`src/rtl/multiply_add_if.sv`:
```
// Operand/result bundle for the shift-add multiply-accumulate unit.
// The master issues start with its operands; the slave returns done, overflow and product.
interface multiply_add_if #(
    parameter int SIZE = 32
);
    logic            start;
    logic [SIZE-1:0] multiplicand;
    logic [SIZE-1:0] multiplier;
    logic [SIZE-1:0] addend;
    logic            done;
    logic            overflow;
    logic [SIZE-1:0] product;

    modport master (
        output start, multiplicand, multiplier, addend,
        input  done, overflow, product
    );

    modport slave (
        input  start, multiplicand, multiplier, addend,
        output done, overflow, product
    );
endinterface

```
`src/rtl/multiply_add.sv`:
```
// Sequential shift-add multiply-accumulate: product = multiplicand * multiplier + addend.
// One result every SIZE+2 cycles; a double-width accumulator keeps the full result exact.
//
// state | meaning
// IDLE  | waiting for start; operands are loaded on the accepting edge
// RUN   | one shift-add step per cycle, SIZE steps counted down to zero
// DONE  | result registered into product/overflow with a one-cycle done pulse
module multiply_add #(
    parameter int SIZE = 32
) (
    input  logic          clk,
    input  logic          reset,
    multiply_add_if.slave bus
);
    localparam int CNT_W = $clog2(SIZE + 1);

    typedef enum logic [1:0] {
        IDLE = 2'd0,
        RUN  = 2'd1,
        DONE = 2'd2
    } state_t;

    state_t              state_q,    state_d;
    logic [2*SIZE-1:0]   acc_q,      acc_d;
    logic [2*SIZE-1:0]   mcand_q,    mcand_d;
    logic [SIZE-1:0]     mplier_q,   mplier_d;
    logic [CNT_W-1:0]    cnt_q,      cnt_d;
    logic                done_q,     done_d;
    logic                overflow_q, overflow_d;
    logic [SIZE-1:0]     product_q,  product_d;

    logic                last_step;

    // The step that consumes the final multiplier bit is the one seen with cnt == 1.
    assign last_step = (cnt_q == CNT_W'(1));

    always_ff @(posedge clk) begin
        if (reset) begin
            state_q    <= IDLE;
            acc_q      <= '0;
            mcand_q    <= '0;
            mplier_q   <= '0;
            cnt_q      <= '0;
            done_q     <= 1'b0;
            overflow_q <= 1'b0;
            product_q  <= '0;
        end else begin
            state_q    <= state_d;
            acc_q      <= acc_d;
            mcand_q    <= mcand_d;
            mplier_q   <= mplier_d;
            cnt_q      <= cnt_d;
            done_q     <= done_d;
            overflow_q <= overflow_d;
            product_q  <= product_d;
        end
    end

    always_comb begin
        state_d    = state_q;
        acc_d      = acc_q;
        mcand_d    = mcand_q;
        mplier_d   = mplier_q;
        cnt_d      = cnt_q;
        done_d     = 1'b0;
        overflow_d = overflow_q;
        product_d  = product_q;

        unique case (state_q)
            IDLE: begin
                if (bus.start) begin
                    acc_d    = {{SIZE{1'b0}}, bus.addend};
                    mcand_d  = {{SIZE{1'b0}}, bus.multiplicand};
                    mplier_d = bus.multiplier;
                    cnt_d    = CNT_W'(SIZE);
                    state_d  = RUN;
                end
            end

            RUN: begin
                if (mplier_q[0]) begin
                    acc_d = acc_q + mcand_q;
                end
                mcand_d  = mcand_q << 1;
                mplier_d = mplier_q >> 1;
                cnt_d    = cnt_q - CNT_W'(1);
                if (last_step) begin
                    state_d = DONE;
                end
            end

            DONE: begin
                product_d  = acc_q[SIZE-1:0];
                overflow_d = |acc_q[2*SIZE-1:SIZE];
                done_d     = 1'b1;
                state_d    = IDLE;
            end

            default: begin
                state_d = IDLE;
            end
        endcase
    end

    assign bus.done     = done_q;
    assign bus.overflow = overflow_q;
    assign bus.product  = product_q;
endmodule

```
`src/flat_wrapper.sv`:
```
// flat-port wrapper written by rule: the top's interface ports become plain ports
module multiply_add_flat 
#(
    parameter int SIZE = 32
)
  (clk, reset, bus_start, bus_multiplicand, bus_multiplier, bus_addend, bus_done, bus_overflow, bus_product);
  multiply_add_if #(.SIZE(SIZE)) bus_i ();
  input  logic clk;
  input  logic reset;
  input wire logic [$bits(bus_i.start)-1:0] bus_start;
  input wire logic [$bits(bus_i.multiplicand)-1:0] bus_multiplicand;
  input wire logic [$bits(bus_i.multiplier)-1:0] bus_multiplier;
  input wire logic [$bits(bus_i.addend)-1:0] bus_addend;
  output wire logic [$bits(bus_i.done)-1:0] bus_done;
  output wire logic [$bits(bus_i.overflow)-1:0] bus_overflow;
  output wire logic [$bits(bus_i.product)-1:0] bus_product;
  assign bus_i.start = bus_start;
  assign bus_i.multiplicand = bus_multiplicand;
  assign bus_i.multiplier = bus_multiplier;
  assign bus_i.addend = bus_addend;
  assign bus_done = bus_i.done;
  assign bus_overflow = bus_i.overflow;
  assign bus_product = bus_i.product;
  multiply_add #(.SIZE(SIZE)) u_core (.clk(clk), .reset(reset), .bus(bus_i));
endmodule
```
`config.mk`:
```
export PLATFORM = sky130hd
export DESIGN_NAME = multiply_add_flat
export DESIGN_NICKNAME = d
export VERILOG_FILES = /design/src/rtl/multiply_add_if.sv /design/src/rtl/multiply_add.sv /design/src/flat_wrapper.sv
export SDC_FILE = /design/constraint.sdc
export NUM_CORES = 1
export LEC_CHECK = 0
export CAP_MARGIN = 20
export CORE_ASPECT_RATIO = 1.75
export CORE_MARGIN = 1
export CORE_UTILIZATION = 52
export CTS_CLUSTER_SIZE = 10
export DETAILED_ROUTE_END_ITERATION = 8
export PLACE_DENSITY = 0.87
export SYNTH_ARGS = -nofsm -noshare
export SYNTH_HDL_FRONTEND = slang
export SYNTH_SLANG_ARGS = --single-unit
export TNS_END_PERCENT = 100
```
`constraint.sdc`:
```
create_clock -name clk -period 2.8 [get_ports clk]
set_input_delay 0.42 -clock clk [delete_from_list [all_inputs] [get_ports clk]]
set_output_delay 0.42 -clock clk [all_outputs]
set_load 0.02 [all_outputs]
```
==> flow_summary.ini <==
[floorplanning]
die_h_um = 201
rows = 72
num_io_pins = 133
dieArea_sq_mm = 0.0234
fp.dieW_um = 116
initial_core_util = 0.533
core-area_sq_mm = 0.0222

[worst_setup_path]
crit_buf_inv = 0
worstPathCellList = ha_4, fa_2, a211oi_4, o21ai_2, a211o_1, and4b_1, or2_2, a21oi_2, nor3_1, nor3_1, xor2_1, o21ai_1
arrival_ps = 3360
crit_required_ps = 3170
critical_path.max_fanout = 2
worstSetupPathType = reg2reg
critPathCaptureType = flop
crit_slowest_cell = fa_2
max_stage_delay_ps = 380
startpoint_type = flop
crit_top_cell = nor3_1
cp_top_family = compound AO/OA/AOI/OAI gates

[layout]
fin_nets = 2024
nFillCells = 1720
final_cell_mix = 233 x nand2_1, 210 x a21oi_1, 192 x buf_4, 186 x dfxtp_1, 154 x nor2_1
regArea_sq_mm = 0.00407
diodes = 0
multiInputGateArea_sq_mm = 0.00759
stdcell_count = 2158
mostFrequentLayoutCell = nand2_1
final_layout_size_suffix_gt1_frac = 0.176
area_growth_pct = 33.2

[cts]
htree_levels = 1
clk_pin_slew_ps = 70
numCtsBuffers = 24
ctsLongestPathBuffers = 3
clock-sinks = 202
clkLatencyLatePin_ps = 520
root_buffer = clkbuf_16
cts_tree = yes

[drt]
vias_per_cell = 6.10
drtIter0Drc = 1280
dr.pass1.iters = 8
drc_errors = 0
top_layer_used = met4
wire_per_inst_um = 19.2
wl_met1_mm = 14.5
ant_nets = 0
met2_wirelength_mm = 22.0
drt_wl_total_mm = 41.5
wl_met3_mm = 2.35
vias = 13200

[global_route]
grt_pass1_vias = 13300
grt_max_degree = 97
grt_overflow = 0
grt_pass1_wl_mm = 63.5
antenna_found_initial = 0
grt_util_all_layers = 0.343

[timing]
rsz0062_at_grt = yes
hold_viol_final = 0
setup_viol = 13
finalCriticalPeriod_ps = 2990
max_freq_mhz = 335
slew_headroom = 0.330
tightest_slew_ps = 1010
slew_violations = 0
fin_crit_sh = 1.07
finalClockSkew_ps = 20.5
finalWorstSetupSlack_ps = -187

[run_status]
status = finished, violations left
violations = setup timing

[synth]
synth_area_sq_mm = 0.0118
async_reset_ff_frac = 0
synthFlopType = dfxtp_1
synth.distinct_cells = 64
ys_ff_latch = 202
syn_nets = 1785
avgSynthCellArea_sq_um = 7.29
synth_seq_area_share = 0.342
synth_edf_count = 0
postSynthCellCount = 1620
yosysWarnings = 0

[power_and_ir_drop]
leakagePower_nw = 6.43
powerDensity_mw_per_mm2 = 559
peakVddDrop_mv = 0.482

[run]
cap_viol_max_count = 0

[place]
hpwlAfterDp_mm = 28.5
numPortBuffers = 132
placed_cells_incl_taps = 2111
post-place-ws_ps = -310
gp_congestion = 0.965

[min_path]
hold_class = in2reg
[metrics by stage]
stage | utilization | TNS (ps) | instance area [sq um] | hold slack, ps | power, mW
6_report | 0.710 | -1240 | 15700 | 313 | 8.79
5_1_grt | 0.710 | -3980 | 15700 | 317 | 9.15
4_1_cts | 0.691 | -626 | 15300 | 295 | 8.53
3_5_place_dp | 0.651 | -3150 | 14400 | 446 | 5.71
2_1_floorplan | - | 0 | 11800 | 430 | 4.65
3_3_place_gp | 0.651 | -1700 | 14400 | 442 | 5.64
[logic make-up (layout without fill, tap and decap cells)]
kind of cell             after synthesis  after routing  synth area share
AND/OR/NAND/NOR                      513            513             0.187
buffers and inverters                195            437            0.0628
multiplexers                           2              2           0.00180
XOR/XNOR                              58             58            0.0430
adder cells (fa/ha/maj)               66             66            0.0705
flip-flops                           202            202             0.342
AO/OA/AOI/OAI                        584            584             0.293
[worst register-to-register path, delay by kind of cell (launching register included)]
family,cells,cell delay [ps]
and+or+nand+nor,4,770
DFF,1,330
adders and majority gates,2,540
xor gates and xnor gates,1,210
AOI/OAI and AO/OA,5,990
[power by group]
group,switching (mW),internal [mW]
logic,1.47,1.22
clock network,1.20,1.58
registers,0.215,3.11
[path summary, 6_finish.rpt]
check | start | to | slack (ps) | cells past startpoint
hold / removal | reset | u_core.cnt_q[4] | 310 | 2
setup reg to reg | u_core.acc_q[0] | u_core.acc_q[32] | -190 | 12
hold reg to reg | u_core.bus.product[20] | u_core.bus.product[20] | 450 | 2
setup / recovery | u_core.acc_q[0] | u_core.acc_q[32] | -190 | 12
[cells in the mapped netlist, types with 2 or more instances]
master,number,area (sq um)
o31ai_1,8,60.1
dfxtp_1,202,4040
and2_1,4,25.0
a211oi_1,13,97.6
o211ai_1,6,45.0
o41ai_1,2,17.5
nand2_1,236,886
a22oi_1,24,180
a211o_1,2,17.5
nor2b_1,7,43.8
nor3b_1,2,15.0
nor2_1,158,593
o21a_1,7,52.6
clkbuf_1,92,345
or2_2,5,31.3
nand4_1,22,138
buf_1,10,37.5
nand2b_1,6,37.5
a21oi_1,229,1150
nor3_1,26,130
ha_1,65,813
inv_1,84,315
a311oi_1,16,140
o31a_1,2,17.5
a21o_1,24,180
a22o_1,14,123
o22ai_1,2,12.5
o21ai_0,162,811
or3_1,3,18.8
or4_1,2,15.0
a221oi_1,3,26.3
a2bb2oi_1,2,17.5
xnor2_1,33,289
xor2_1,25,219
nor4_1,14,87.6
o21bai_1,18,135
a31oi_1,5,31.3
o21ai_1,20,100
nand3_1,18,90.1
buf_2,8,40.0
a21boi_0,2,15.0
a222oi_1,14,140
and3_1,2,12.5
[final cells by class]
type | instances | share of cell area
clock buffer | 28 | 0.0405
clock inverter | 1 | 0.000556
inverter | 85 | 0.0203
multi-input combinational | 1223 | 0.482
sequential | 202 | 0.258
tap | 296 | 0.0235
timing repair buffer | 323 | 0.175
[repair_timing]
item | CTS | global route
setup buffers | 16 | 7
endpoints found under the setup margin | 30 | 41
gates resized for setup | 25 | 84
hold buffers | 0 | 0
pin swaps | 22 | 47
[per-layer routing]
metal,vias up,global-route usage
met3,169,0.0355
met1,6255,0.345
met5,-,0
met2,586,0.643
met4,0,0.232
li1,6163,-
[registers in the layout, summed over array words and instances (netlist names)]
signal,flops
u_core.cnt_q,6
u_core.bus.done,1
u_core.bus.overflow,1
u_core.bus.product,32
u_core.state_q,2
u_core.acc_q,64
u_core.mplier_q,32
u_core.mcand_q,64
(Power assumes the default switching activity.)
